<file path="config.mk">
export PLATFORM = sky130hd
export DESIGN_NAME = uart_tx
export DESIGN_NICKNAME = d
export VERILOG_FILES = /design/src/rtl/uart_tx.sv
export SDC_FILE = /design/constraint.sdc
export NUM_CORES = 1
export LEC_CHECK = 0
export CORE_MARGIN = 8
export CORE_UTILIZATION = 53
export CTS_CLUSTER_DIAMETER = 80
export DETAILED_ROUTE_END_ITERATION = 10
export PLACE_DENSITY_LB_ADDON = 0.05
export SLEW_MARGIN = 10
export SYNTH_ARGS = -nofsm -noshare
export SYNTH_HDL_FRONTEND = slang
export SYNTH_SLANG_ARGS = --single-unit
export TNS_END_PERCENT = 1
</file>
<file path="constraint.sdc">
create_clock -name clk -period 5.94 [get_ports clk]
set_input_delay 1.188 -clock clk [delete_from_list [all_inputs] [get_ports clk]]
set_output_delay 1.188 -clock clk [all_outputs]
set_load 0.01 [all_outputs]
</file>
<file path="src/rtl/uart_tx.sv">
// uart_tx: byte FIFO in front of an LSB-first 8N1 serializer driving txd from a flop.
// Define UART_TX_PARITY_EN to insert an even-parity bit after the data bits (11-bit frame).
module uart_tx #(
    parameter int unsigned CLK_FREQ   = 100_000_000,
    parameter int unsigned BAUD_RATE  = 115_200,
    parameter int unsigned FIFO_DEPTH = 16
) (
    input  logic       clk,
    input  logic       rstd,
    input  logic [7:0] uart,
    input  logic       uart_we,
    output logic       txd,
    output logic       busy,
    output logic       fifo_full,
    output logic       overflow
);

    localparam int unsigned CLKS_PER_BIT = CLK_FREQ / BAUD_RATE;
    localparam int unsigned BAUD_W       = $clog2(CLKS_PER_BIT);
    localparam int unsigned PTR_W        = $clog2(FIFO_DEPTH);
    localparam int unsigned CNT_W        = PTR_W + 1;

    localparam logic [BAUD_W-1:0] BAUD_LAST = BAUD_W'(CLKS_PER_BIT - 1);
    localparam logic [CNT_W-1:0]  CNT_FULL  = CNT_W'(FIFO_DEPTH);

    typedef enum logic [2:0] {
        S_IDLE   = 3'd0,
        S_START  = 3'd1,
        S_DATA   = 3'd2,
`ifdef UART_TX_PARITY_EN
        S_PARITY = 3'd3,
`endif
        S_STOP   = 3'd4
    } state_e;

    state_e            state_q, state_d;
    logic [BAUD_W-1:0] baud_q, baud_d;
    logic [2:0]        bit_idx_q, bit_idx_d;
    logic [7:0]        shift_q, shift_d;
    logic              txd_q, txd_d;
    logic              busy_q, busy_d;
    logic              full_q, full_d;
    logic              overflow_q, overflow_d;
    logic [PTR_W-1:0]  wr_ptr_q, wr_ptr_d;
    logic [PTR_W-1:0]  rd_ptr_q, rd_ptr_d;
    logic [CNT_W-1:0]  count_q, count_d;
`ifdef UART_TX_PARITY_EN
    logic              parity_q, parity_d;
`endif

    logic [7:0] fifo_mem [FIFO_DEPTH];
    logic       push;
    logic       pop;
    logic       baud_done;

    // FIFO bookkeeping; full is taken from the registered state, so a write racing a pop while full is dropped
    always_comb begin : fifo_next
        push       = uart_we && !full_q;
        pop        = (state_q == S_IDLE) && (count_q != '0);
        wr_ptr_d   = wr_ptr_q;
        rd_ptr_d   = rd_ptr_q;
        count_d    = count_q;
        if (push) begin
            wr_ptr_d = wr_ptr_q + PTR_W'(1);
        end
        if (pop) begin
            rd_ptr_d = rd_ptr_q + PTR_W'(1);
        end
        if (push && !pop) begin
            count_d = count_q + CNT_W'(1);
        end else if (pop && !push) begin
            count_d = count_q - CNT_W'(1);
        end
        full_d     = (count_d == CNT_FULL);
        overflow_d = overflow_q || (uart_we && full_q);
    end

    // Frame sequencing; the baud counter restarts on every state change
    always_comb begin : fsm_next
        state_d   = state_q;
        baud_d    = baud_q;
        bit_idx_d = bit_idx_q;
        shift_d   = shift_q;
`ifdef UART_TX_PARITY_EN
        parity_d  = parity_q;
`endif
        baud_done = (baud_q == BAUD_LAST);

        unique case (state_q)
            S_IDLE: begin
                if (pop) begin
                    shift_d  = fifo_mem[rd_ptr_q];
`ifdef UART_TX_PARITY_EN
                    parity_d = ^fifo_mem[rd_ptr_q];
`endif
                    baud_d   = '0;
                    state_d  = S_START;
                end
            end
            S_START: begin
                if (baud_done) begin
                    baud_d    = '0;
                    bit_idx_d = '0;
                    state_d   = S_DATA;
                end else begin
                    baud_d = baud_q + BAUD_W'(1);
                end
            end
            S_DATA: begin
                if (baud_done) begin
                    baud_d  = '0;
                    shift_d = {1'b0, shift_q[7:1]};
                    if (bit_idx_q == 3'd7) begin
`ifdef UART_TX_PARITY_EN
                        state_d = S_PARITY;
`else
                        state_d = S_STOP;
`endif
                    end else begin
                        bit_idx_d = bit_idx_q + 3'd1;
                    end
                end else begin
                    baud_d = baud_q + BAUD_W'(1);
                end
            end
`ifdef UART_TX_PARITY_EN
            S_PARITY: begin
                if (baud_done) begin
                    baud_d  = '0;
                    state_d = S_STOP;
                end else begin
                    baud_d = baud_q + BAUD_W'(1);
                end
            end
`endif
            S_STOP: begin
                if (baud_done) begin
                    baud_d  = '0;
                    state_d = S_IDLE;
                end else begin
                    baud_d = baud_q + BAUD_W'(1);
                end
            end
            default: begin
                baud_d  = '0;
                state_d = S_IDLE;
            end
        endcase

        // Line level follows the next state so txd and state change on the same edge
        case (state_d)
            S_START:  txd_d = 1'b0;
            S_DATA:   txd_d = shift_d[0];
`ifdef UART_TX_PARITY_EN
            S_PARITY: txd_d = parity_d;
`endif
            default:  txd_d = 1'b1;
        endcase

        busy_d = (count_d != '0) || (state_d != S_IDLE);
    end

    always_ff @(posedge clk) begin : regs
        if (rstd) begin
            state_q    <= S_IDLE;
            baud_q     <= '0;
            bit_idx_q  <= '0;
            shift_q    <= '0;
            txd_q      <= 1'b1;
            busy_q     <= 1'b0;
            full_q     <= 1'b0;
            overflow_q <= 1'b0;
            wr_ptr_q   <= '0;
            rd_ptr_q   <= '0;
            count_q    <= '0;
`ifdef UART_TX_PARITY_EN
            parity_q   <= 1'b0;
`endif
        end else begin
            state_q    <= state_d;
            baud_q     <= baud_d;
            bit_idx_q  <= bit_idx_d;
            shift_q    <= shift_d;
            txd_q      <= txd_d;
            busy_q     <= busy_d;
            full_q     <= full_d;
            overflow_q <= overflow_d;
            wr_ptr_q   <= wr_ptr_d;
            rd_ptr_q   <= rd_ptr_d;
            count_q    <= count_d;
`ifdef UART_TX_PARITY_EN
            parity_q   <= parity_d;
`endif
        end
    end

    // Storage array needs no reset: entries are only read once the count says they are valid
    always_ff @(posedge clk) begin : fifo_store
        if (push) begin
            fifo_mem[wr_ptr_q] <= uart;
        end
    end

    assign txd       = txd_q;
    assign busy      = busy_q;
    assign fifo_full = full_q;
    assign overflow  = overflow_q;

endmodule
</file>
==> metrics list, run 1 <==
* Run status: finished clean
- The die covers 0.0173 sq mm.
- Post-synthesis net count: 472
- Width of the die: 131 microns
- Synthesis instantiated 62 different standard cells from the library.
- At the pin with the least slew margin, the transition time is 1180 ps.
* Mean instance size in the synthesized netlist: 15.7 sq um
- The max-slew violation total from the final report was 0.
* Number of antenna violations at the first check in global routing: 0
- Final standard cell area without fillers: 0.00795 sq mm
- 15 I/O pins were placed.
* Top routing layer in use: met4
- Number of instances in the synthesized netlist: 451
- Placed wire-length estimate after detailed placement: 9080 microns
- Area overhead of the layout relative to synthesis: 12.5%
* Core Footprint: 0.0131 sq mm
- The synthesized design contains 173 register bits.
- After detailed routing, the number of remaining DRC violations is 0.
* Fin Setup TNS: 0 ps
* H-tree lvl count: 4
- Max-slew headroom: 0.210
- Placed Instance Area: 0.00736 sq mm
* Total of cells resized after clock tree synthesis: 0
* Clk_skew: 7.68 ps
* Wire length of the first global-routing pass: 21900 microns
* Via Count: 3829
* Clock-pin slew on the worst setup and hold paths: 60 ps
* Total congestion overflow: 0
* Hold violation total from the final report: 0
- The detailed router put a total of 5930 microns of wire on met1.
- Leak Pwr: 0.00261 uW
- Internal power comes to 2270 uW.
- Count of input and output buffers: 14
* Crit path max fanout: 14
- Kind of start point of the critical path: input pin
- Counting I/O delays and the setup requirement, the final critical path takes 3060 ps.
- Number of buffers inserted during clock tree synthesis: 17
* Synth top area cells: sky130_fd_sc_hd__edfxtp_1, sky130_fd_sc_hd__dfxtp_1, sky130_fd_sc_hd__mux4_2, sky130_fd_sc_hd__nor2_1, sky130_fd_sc_hd__ha_1
* Detail-routed net length per standard cell: 21.1 microns
- Sequence of cells on the critical path: clkdlybuf4s50_1, nor2b_1, buf_4, nand2_1, nor3_1
* Clock latency of the later-clocked register in the worst-skew pair: 430 ps
* Count of warnings emitted by yosys: 0
- Kind of end point of the critical path: register
- Endpoint, Worst Hold: bit_idx_q[0]
- The worst register-to-register path has a setup slack of 3530 ps.
- TritonRoute pass-1 iters: 4
- The initial utilization of the core area, before any placement, comes to 0.538.
- The synthesized design spends more area on one cell type than any other, namely sky130_fd_sc_hd__edfxtp_1.
- Hold Crit Depth: 2
* Sw Pwr: 919 uW
- For this run, asynchronously set or reset flops after synthesis account for 0.
* Maximum single-stage delay on the critical path: 890 ps
- After detailed routing, the met2 layer carries 6960 microns of wire.
- Area occupied by multi-input gates: 0.00221 sq mm
* Clock tree buffer depth: 2
- The routed design has 13800 microns of wire.
- The most used flip-flop cell after synthesis is sky130_fd_sc_hd__edfxtp_1.
- Of the total power, the clock network draws 0.345.
* CTS hold repair buffers: 0
* Net count, final: 488
- Of the total power, the share spent switching nets is 0.288.
- After clock tree synthesis, the setup repair step added 0 buffers.
- In this run the clock root is driven by a sky130_fd_sc_hd__clkbuf_16.
* Power density over the cells: 401 mW/mm^2
* Vias per cell: 5.84
- CP Data Required Time: 5980 ps
- The repair_antennas step left the layout with diodes totalling 0.
- Number of global-route vias before repair: 3923
- Maximum vdd ir drop: 0.000221 V
- Crit path kind: input pin to register
* Combinational cell fraction of total power: 0.204
* Final count of negative-setup-slack endpoints: 0
- Setup repair after global routing left no endpoint under its margin.
- TritonCTS clock tree: built
- In the final layout, flip-flops and latches occupy 0.00475 sq mm.
- Number of fillers in the final layout: 1008
- Total routing usage reported by global routing: 0.167
- Detailed routing placed a total of 610 microns of wire on met3.
* Post-synth EDFFs: 128
* Final ANT Viol Nets: 0
* Capture instance of the worst register-to-register path: txd
- Entering global routing, the biggest net connects 33 pins.
* Cell area after technology mapping: 0.00707 sq mm
- The die is 131 microns tall.
- The floorplan has 42 rows.
- Worst hold path startpoint: bit_idx_q[0]
- Counting every sink on the clock net gives 173.
- The worst hold path belongs to the class register to register.
- In the finished design, the share of the clock period the worst path needs comes to 0.516.
- Timing would allow up to 0.326 GHz.
- Reported max-cap violation count: 0
- Share of post-route cells with drive strength above 1: 0.175
* Share of the synthesized area in the top cell type: 0.544
- Counting cells, the worst reg-to-reg path comes to 6.
- Sequential share of the synthesized area: 0.671
* Critical path data arrival time: 3110 ps
- The congestion estimate from routability-driven global placement came to 0.766.
- For this design, the slowest cell found on the critical path is sky130_fd_sc_hd__nor3_1.
- Drt initial violations: 313
* Sequential cell fraction of total power: 0.451
## cell usage in the layout (no fill, tap or decap), types with 3 or more instances in the layout
master and n:
sky130_fd_sc_hd__nand2_1 27, sky130_fd_sc_hd__ha_1 10, sky130_fd_sc_hd__o21ai_0 5, sky130_fd_sc_hd__nor2b_1 3, sky130_fd_sc_hd__nor2_1 40, sky130_fd_sc_hd__mux4_2 32, sky130_fd_sc_hd__a22oi_1 5, sky130_fd_sc_hd__nand4_1 4
sky130_fd_sc_hd__xor2_1 8, sky130_fd_sc_hd__xnor2_1 8, sky130_fd_sc_hd__a221oi_1 4, sky130_fd_sc_hd__o22ai_1 3, sky130_fd_sc_hd__nor3_1 7, sky130_fd_sc_hd__and2_1 3, sky130_fd_sc_hd__nand3_1 11, sky130_fd_sc_hd__clkbuf_16 17
sky130_fd_sc_hd__a211oi_1 5, sky130_fd_sc_hd__a31oi_1 4, sky130_fd_sc_hd__inv_1 6, sky130_fd_sc_hd__inv_6 4, sky130_fd_sc_hd__a21oi_1 11, sky130_fd_sc_hd__nand2b_1 6, sky130_fd_sc_hd__edfxtp_1 128, sky130_fd_sc_hd__a22o_1 9
sky130_fd_sc_hd__mux2i_1 4, sky130_fd_sc_hd__buf_4 4, sky130_fd_sc_hd__clkinv_4 4, sky130_fd_sc_hd__clkdlybuf4s50_1 14, sky130_fd_sc_hd__dfxtp_1 44
## per-stage QoR
step | util | hold WS, ps | setup slack [ps] | total power [uW] | cells
after detailed placement | 0.560 | 465 | 2360 | 2120 | 624
final | 0.605 | 473 | 2880 | 3190 | 656
after floorplan | - | 444 | 3040 | 1950 | 451
after CTS | 0.605 | 476 | 2770 | 3210 | 656
after global placement | 0.560 | 457 | 2500 | 2110 | 624
after global routing | 0.605 | 499 | 2700 | 3330 | 656
## cells in the mapped netlist (4+ instances only)
cell and instances:
sky130_fd_sc_hd__a31oi_1 4, sky130_fd_sc_hd__a22o_1 9, sky130_fd_sc_hd__nand4_1 4, sky130_fd_sc_hd__buf_2 8, sky130_fd_sc_hd__o21ai_0 5, sky130_fd_sc_hd__nor3_1 8
sky130_fd_sc_hd__mux4_2 32, sky130_fd_sc_hd__dfxtp_1 45, sky130_fd_sc_hd__a22oi_1 5, sky130_fd_sc_hd__nor2_1 40, sky130_fd_sc_hd__inv_1 6, sky130_fd_sc_hd__a221oi_1 4
sky130_fd_sc_hd__a211oi_1 5, sky130_fd_sc_hd__mux2i_1 4, sky130_fd_sc_hd__edfxtp_1 128, sky130_fd_sc_hd__nand2_1 27, sky130_fd_sc_hd__a21oi_1 11, sky130_fd_sc_hd__nand2b_1 6
sky130_fd_sc_hd__xnor2_1 8, sky130_fd_sc_hd__xor2_1 8, sky130_fd_sc_hd__clkbuf_1 9, sky130_fd_sc_hd__nand3_1 11, sky130_fd_sc_hd__ha_1 10
## cells by family after synthesis
logic type | after synthesis | synth area share
flops | 173 | 0.671
simple gates | 125 | 0.0998
compound gates | 63 | 0.0650
mux | 37 | 0.109
buf+inv | 27 | 0.0173
xor+xnor | 16 | 0.0198
fa+ha+maj | 10 | 0.0177
## worst max-delay path by stage
stage,from,end,cells after the start
2_1_floorplan,uart_we,fifo_mem[3][0],4
3_3_place_gp,uart_we,fifo_mem[2][7],5
3_5_place_dp,uart_we,fifo_mem[1][6],5
4_1_cts,uart_we,fifo_mem[1][0],5
5_1_grt,uart_we,fifo_mem[2][0],5
6_report,uart_we,fifo_mem[3][0],5
## critical path, delay by kind of cell
kind | cells | cell delay (ps)
buffers and inverters | 2 | 720
AND/OR/NAND/NOR | 3 | 1190
## flip-flops by register name, summed over array words and instances (netlist names), 3 cells and up, named ones only
register and count:
fifo_mem 128, rd_ptr_q 4, wr_ptr_q 4, shift_q 8, count_q 5, baud_q 10, bit_idx_q 3, state_q 3
## metal layers
metal  global-route usage  vias up
met5                    0        -
met4               0.0766        0
met3               0.0362       18
met2                0.274       92
met1                0.208     1926
li1                     -     1793
## power by group through the flow
stage | clock network (uW) | registers [uW] | logic (uW)
2_1_floorplan | 0 | 1430 | 517
3_3_place_gp | 0 | 1460 | 646
3_5_place_dp | 0 | 1470 | 653
4_1_cts | 1120 | 1440 | 657
5_1_grt | 1160 | 1450 | 715
6_report | 1100 | 1440 | 650
## layout make-up
| class | instances | share of cell area |
|---|---|---|
| Sequential cell | 173 | 0.597 |
| Clock inverter | 15 | 0.0204 |
| Clock buffer | 17 | 0.0535 |
| Tap cell | 176 | 0.0277 |
| Inverter | 6 | 0.00283 |
| Multi-Input combinational cell | 251 | 0.277 |
| Timing Repair Buffer | 18 | 0.0214 |
(Power assumes the default switching activity.)
==> run 2: changes to the inputs <==
==> constraint.sdc (replaced) <==
create_clock -name clk -period 2.9 [get_ports clk]
set_input_delay 0.58 -clock clk [delete_from_list [all_inputs] [get_ports clk]]
set_output_delay 0.58 -clock clk [all_outputs]
set_load 0.01 [all_outputs]
==> metrics list, run 2 (synthesis gave the netlist of run 1 again) <==
- Using the TritonRoute via totals, the vias-per-cell ratio works out to 5.85.
* Critical path data arrival time: 2520 ps
- Setup repair after global routing left no endpoint under its margin.
- Bufs and invs on worst path: 1
* CP Data Required Time: 3190 ps
* Maximum single-stage delay on the critical path: 640 ps
- In this design, the critical path's most frequently occurring cell is sky130_fd_sc_hd__o21ai_0.
* Power density over the cells: 804 mW/mm^2
- The worst pin sits at a relative slew slack of 0.514.
- Entering global routing, the biggest net connects 32 pins.
- Total congestion overflow: 0
- VDD sags by at most 0.000511 V.
* Combinational cell fraction of total power: 0.209
- The first global-routing pass estimated 22900 microns of wire.
- Hold violation total from the final report: 0
- After detailed placement, the total cell area comes to 0.00754 sq mm.
- From left edge to right edge, the die measures 131 microns.
- Total number of placement rows: 42
* Via Count: 3955
- Clock latency of the later-clocked register in the worst-skew pair: 420 ps
- Top reg by flops: fifo_mem
* Crit path kind: register to register
- Power share of the clock group: 0.333
* Placed wire-length estimate after detailed placement: 9480 microns
* CTS hold repair buffers: 0
- Weighted congestion at the end of routability-driven global placement: 0.777
* Clock sinks: 173
* Drt initial violations: 430
- The library cell used most frequently in the layout, excluding fill and tap cells, is sky130_fd_sc_hd__edfxtp_1.
- Kind of end point of the critical path: register
- The initial antenna violation count was 0.
- In this run the static leakage power is 0.00271 uW.
- Final count of negative-setup-slack endpoints: 0
- Kind of start point of the critical path: register
- Share of post-route cells with drive strength above 1: 0.204
- The number of antenna diodes in the final layout is 0.
- Summing all non-filler instances in the final layout gives an area of 0.00810 sq mm.
- The largest registers in the layout are fifo_mem (128), baud_q (10), shift_q (8).
- Sw Pwr: 1900 uW
- Placed Cells incl. Taps: 644
- Sequence of cells on the critical path: inv_1, ha_1, or4b_1, o21ai_0, o21ai_0, nor3b_1, a41oi_1
- Area occupied by multi-input gates: 0.00220 sq mm
* Standard cell with the maximum stage delay on the critical path: sky130_fd_sc_hd__or4b_1
* Clock tree buffer depth: 2
- In this run, CTS created clock tree buffers numbering 17.
- The region available for standard cell placement spans 0.0131 sq mm.
* Top delay family on crit path: simple AND/OR/NAND/NOR gates
* Fin Setup TNS: 0 ps
- Type of the worst min-delay path: register to register
- The internal power of the cells totals 4610 uW.
- Initial core utilization: 0.538
- Clk_skew: 7.50 ps
- The max-slew violation total from the final report was 0.
* Total routing usage reported by global routing: 0.174
- Remaining routing DRC violations: 0
* TritonCTS clock tree: built
* TritonRoute pass-1 iters: 4
- Final critical-path share of the clock period: 0.770
- The clock tree synthesis step divided the H-tree into 4 levels.
* Number of global-route vias before repair: 4146
* Floorplan die area: 0.0173 sq mm
- Reported max-cap violation count: 0
* Sequential cell fraction of total power: 0.457
- Area overhead of the layout relative to synthesis: 14.6%
* Final cell count without fillers: 676
- Post-detailed-routing wire length: 14300 microns
* Commonest non-fill, non-tap cells in the layout: sky130_fd_sc_hd__edfxtp_1, sky130_fd_sc_hd__dfxtp_1, sky130_fd_sc_hd__nor2_1, sky130_fd_sc_hd__mux4_2, sky130_fd_sc_hd__nand2_1
* Largest register FFs: 128
* Clock root buffer: sky130_fd_sc_hd__clkbuf_16
* Upper clock frequency limit: 0.448 GHz
- The count of buffers added on input and output ports is 14.
* Min Clock Period, post-route: 2230 ps
- Total of cells resized after clock tree synthesis: 0
* Run status: finished clean
- Post-CTS timing repair inserted 0 buffers for setup.
- In this run the count of I/O pins placed on the die edge is 15.
- The final layout contains 508 nets.
- Detail-routed net length per standard cell: 21.2 microns
- Vertical die dimension: 131 microns
- At the pin with the least slew margin, the transition time is 727 ps.
* Crit path max fanout: 6
* Area used by sequential logic in the layout: 0.00475 sq mm
* Number of fillers in the final layout: 990
- Of the total power, the share spent switching nets is 0.292.
* Clock-pin slew on the worst setup and hold paths: 70 ps
- The detail route stage leaves a number of antenna-violating nets equal to 0.
run 2: cell types whose count changed in the layout (fill, tap and decap cells not counted), moves of 2 or more:
cell / before / now
sky130_fd_sc_hd__inv_6: 4 / 1
sky130_fd_sc_hd__inv_8: 1 / 3
sky130_fd_sc_hd__buf_12: 0 / 2
sky130_fd_sc_hd__buf_4: 4 / 22
run 2: tightest hold or removal path, cell delays in order, from the launching register on:
cell and delay [ps]:
sky130_fd_sc_hd__dfxtp_1 310, sky130_fd_sc_hd__nand2_1 50, sky130_fd_sc_hd__a31oi_1 60
run 2: area by class of cell:
type | instances | share of cell area
Multi-Input combinational cell | 251 | 0.272
Tap cell | 176 | 0.0272
Sequential cell | 173 | 0.586
Clock buffer | 18 | 0.0530
Timing Repair Buffer | 38 | 0.0426
Clock inverter | 14 | 0.0170
Inverter | 6 | 0.00278
run 2: final timing paths:
kind,from,to,slack [ps],cells after the start
worst max-delay path,count_q[0],busy,670,7
worst min-delay path,shift_q[3],shift_q[2],470,2
worst max register to register,count_q[0],busy,670,7
worst min register to register,shift_q[3],shift_q[2],470,2
run 2: metal layers:
| metal | global-route usage | share of wire | up-vias |
|---|---|---|---|
| met3 | 0.0400 | 0.041 | 19 |
| met1 | 0.206 | 0.42 | 2002 |
| met2 | 0.301 | 0.52 | 96 |
| li1 | - | - | 1838 |
| met4 | 0.0696 | 0.018 | 0 |
| met5 | 0 | 0 | - |
run 2: through the flow:
step                      power (uW)  hold WS, ps  setup WS (ps)   util
after global routing            6800          508            502  0.617
final                           6510          466            667  0.617
after detailed placement        4400          458            495  0.574
after floorplan                 3990          444            612      -
after global placement          4380          456            605  0.574
after CTS                       6570          468            664  0.617
run 2: power groups by stage:
stage                     sequential, uW  combinational (uW)  clock (uW)
after global routing                3000                1500        2300
final                               2980                1360        2170
after detailed placement            3030                1370           0
after floorplan                     2930                1060           0
after global placement              3030                1350           0
after CTS                           2980                1380        2210
==> run 3: changes to the inputs <==
==> constraint.sdc (replaced) <==
create_clock -name clk -period 2.1 [get_ports clk]
set_input_delay 0.42 -clock clk [delete_from_list [all_inputs] [get_ports clk]]
set_output_delay 0.42 -clock clk [all_outputs]
set_load 0.01 [all_outputs]
==> metrics list, run 3 (synthesis gave the netlist of run 1 again) <==
- Run status: finished clean
- Slew @ Worst Pin: 726 ps
- In this run, post-CTS hold repair placed 0 buffers.
- The worst hold path begins at bit_idx_q[0].
* Critical path data arrival time: 2320 ps
- The via count of the first global-routing pass is 4233.
* Biggest registers after layout: fifo_mem (128), baud_q (10), shift_q (8)
* Clk_skew: 9.53 ps
* TritonCTS clock tree: built
- The largest individual stage delay along the critical path comes from the cell sky130_fd_sc_hd__mux4_2.
- Endpoint, Worst Hold: bit_idx_q[0]
- Clock root buffer: sky130_fd_sc_hd__clkbuf_16
- Leaving out fill and tap cells, the most frequent cells in the layout are sky130_fd_sc_hd__edfxtp_1, sky130_fd_sc_hd__buf_4, sky130_fd_sc_hd__dfxtp_1, sky130_fd_sc_hd__nor2_1, sky130_fd_sc_hd__mux4_2.
- Commonest non-fill, non-tap cell in the layout: sky130_fd_sc_hd__edfxtp_1
- The first global-routing pass estimated 23600 microns of wire.
- The tightest min-delay check is of the register to register type.
* Reported max-cap violation count: 0
- Share of post-route cells with drive strength above 1: 0.256
- Measured against its own limit, the worst slew margin works out to 0.514.
* Switch share: 0.293
- At the later pin of the worst-skew pair, clock insertion delay measures 430 ps.
- Hold timing on the final database bottoms out at a slack of 477 ps.
* Final standard cell area without fillers: 0.00838 sq mm
* Total congestion overflow: 0
- Maximum vdd ir drop: 0.000865 V
- Leak Pwr: 0.00289 uW
- Total number of placement rows: 42
- The worst setup path is captured at a register.
- The initial utilization of the core area, before any placement, comes to 0.538.
- At the end of routability-driven placement, the weighted congestion stood at 0.760.
- Wires add up to 14900 microns.
- Placed wire-length estimate after detailed placement: 10000 microns
* Internal: 6700 uW
- The endpoint identified for the worst register-to-register timing path is shift_q[1].
* Worst reg2reg path depth: 5
- CP Data Required Time: 2400 ps
* Number of buffers inserted during clock tree synthesis: 17
- Total power for the finished layout comes to 9470 uW.
- Combinational cell fraction of total power: 0.252
- Boundary Pins: 15
* Min Clock Period, post-route: 2020 ps
- Sw Pwr: 2770 uW
- The worst setup path is launched from a register.
- Compared with the post-synthesis result, the final layout area differs by 18.5%.
- The finished layout holds 703 standard cells, fillers aside.
- After routing, the total negative slack on setup checks comes to 0 ps.
- The number of endpoints with negative hold slack in the final report was 0.
- The max-slew violation total from the final report came to 0.
- Setup repair after global routing missed its margin: false
* Final ANT Viol Nets: 0
- Upper clock frequency limit: 0.495 GHz
- Dividing total power by cell area gives a power density of 1130 mW/mm^2.
- TritonRoute pass-1 iters: 4
- Maximum single-stage delay on the critical path: 520 ps
* Vertical die dimension: 131 microns
- Net count, final: 535
* Clock-pin slew on the worst setup and hold paths: 70 ps
- The layout has 976 filler cells.
- Remaining routing DRC violations: 0
* Width of the die: 131 microns
- Clock sinks: 173
- Across every metal layer, demand over resource in global routing totals 0.180.
* Clock tree buffer depth: 2
- Sequence of cells on the critical path: buf_12, mux4_2, a22o_1, a221oi_1, o22ai_1
- The number of placed instances, taps included, is 667.
- Final critical-path share of the clock period: 0.962
- Crit path max fanout: 15
- H-tree lvl count: 4
- Via Count: 4068
- Of the total power, the clock network draws 0.324.
- Worst reg2reg setup slack: 80 ps
* Final count of negative-setup-slack endpoints: 0
- Placed Instance Area: 0.00774 sq mm
- Largest register FFs: 128
- Core Footprint: 0.0131 sq mm
- Entering global routing, the biggest net connects 32 pins.
- The detailed router finished its first iteration with 345 violations.
- By startpoint and endpoint, the worst setup path is classified as register to register.
- Detail-routed net length per standard cell: 21.1 microns
* Number of antenna violations at the first check in global routing: 0
- The number of antenna diodes in the final layout is 0.
* Top reg by flops: fifo_mem
- Floorplan die area: 0.0173 sq mm
* Vias per cell: 5.79
- Hold Crit Depth: 2
* Count of input and output buffers: 14
- Sequential cell fraction of total power: 0.424
[run 3: changes by cell type in the layout (fill, tap and decap cells not counted), moves of 2 or more]
cell,delta
sky130_fd_sc_hd__inv_6,+5
sky130_fd_sc_hd__clkinv_4,-3
sky130_fd_sc_hd__buf_12,+2
sky130_fd_sc_hd__buf_4,+25
[run 3: critical path, delay by kind of cell, from the launching register on]
kind,cells,cell delay [ps]
compound gates,3,770
mux,1,520
flops,1,390
buf+inv,1,190
[run 3: metrics by stage]
| step | setup WS (ps) | utilization |
|---|---|---|
| floorplan | 4.95 | - |
| global placement | -49.0 | 0.589 |
| detailed placement | -198 | 0.589 |
| CTS | 39.1 | 0.636 |
| global route | 2.08 | 0.638 |
| finish | 80.6 | 0.638 |
[run 3: worst max-delay path by stage]
stage	endpoint	slack [ps]	startpoint	cells after the start
after floorplan	fifo_mem[0][0]	5	uart_we	4
after global placement	fifo_mem[1][7]	-50	uart_we	6
after detailed placement	busy	-200	uart_we	7
after CTS	shift_q[1]	40	register	5
after global routing	shift_q[1]	2	register	5
final	shift_q[1]	80	register	5
[run 3: cell type report]
class	count	area, sq um	area share
Multi-Input combinational cell	251	2240	0.267
Clock buffer	18	429	0.0512
Timing Repair Buffer	65	573	0.0684
Sequential cell	173	4750	0.566
Inverter	6	22.5	0.00269
Tap cell	176	220	0.0263
Clock inverter	14	151	0.0181
[run 3: layer usage]
metal | global-route usage | share of wire | wire [microns]
met1 | 0.213 | 0.43 | 6330
met2 | 0.305 | 0.51 | 7640
met3 | 0.0556 | 0.039 | 584
met4 | 0.0664 | 0.020 | 297
met5 | 0 | 0 | 0
[run 3: repair_timing]
action                                  in CTS  in global routing
endpoints found under the setup margin       1                  3
cloned                                       0                  0
buffers inserted                             4                  0
pin swaps                                    0                  1
resized for setup                            1                  4
[run 3: power groups by stage]
stage	clock, uW	combinational (uW)	sequential [uW]
after floorplan	0	1460	4050
after global placement	0	2210	4080
after detailed placement	0	2240	4090
after CTS	3130	2380	4020
after global routing	3260	2580	4040
final	3070	2380	4020
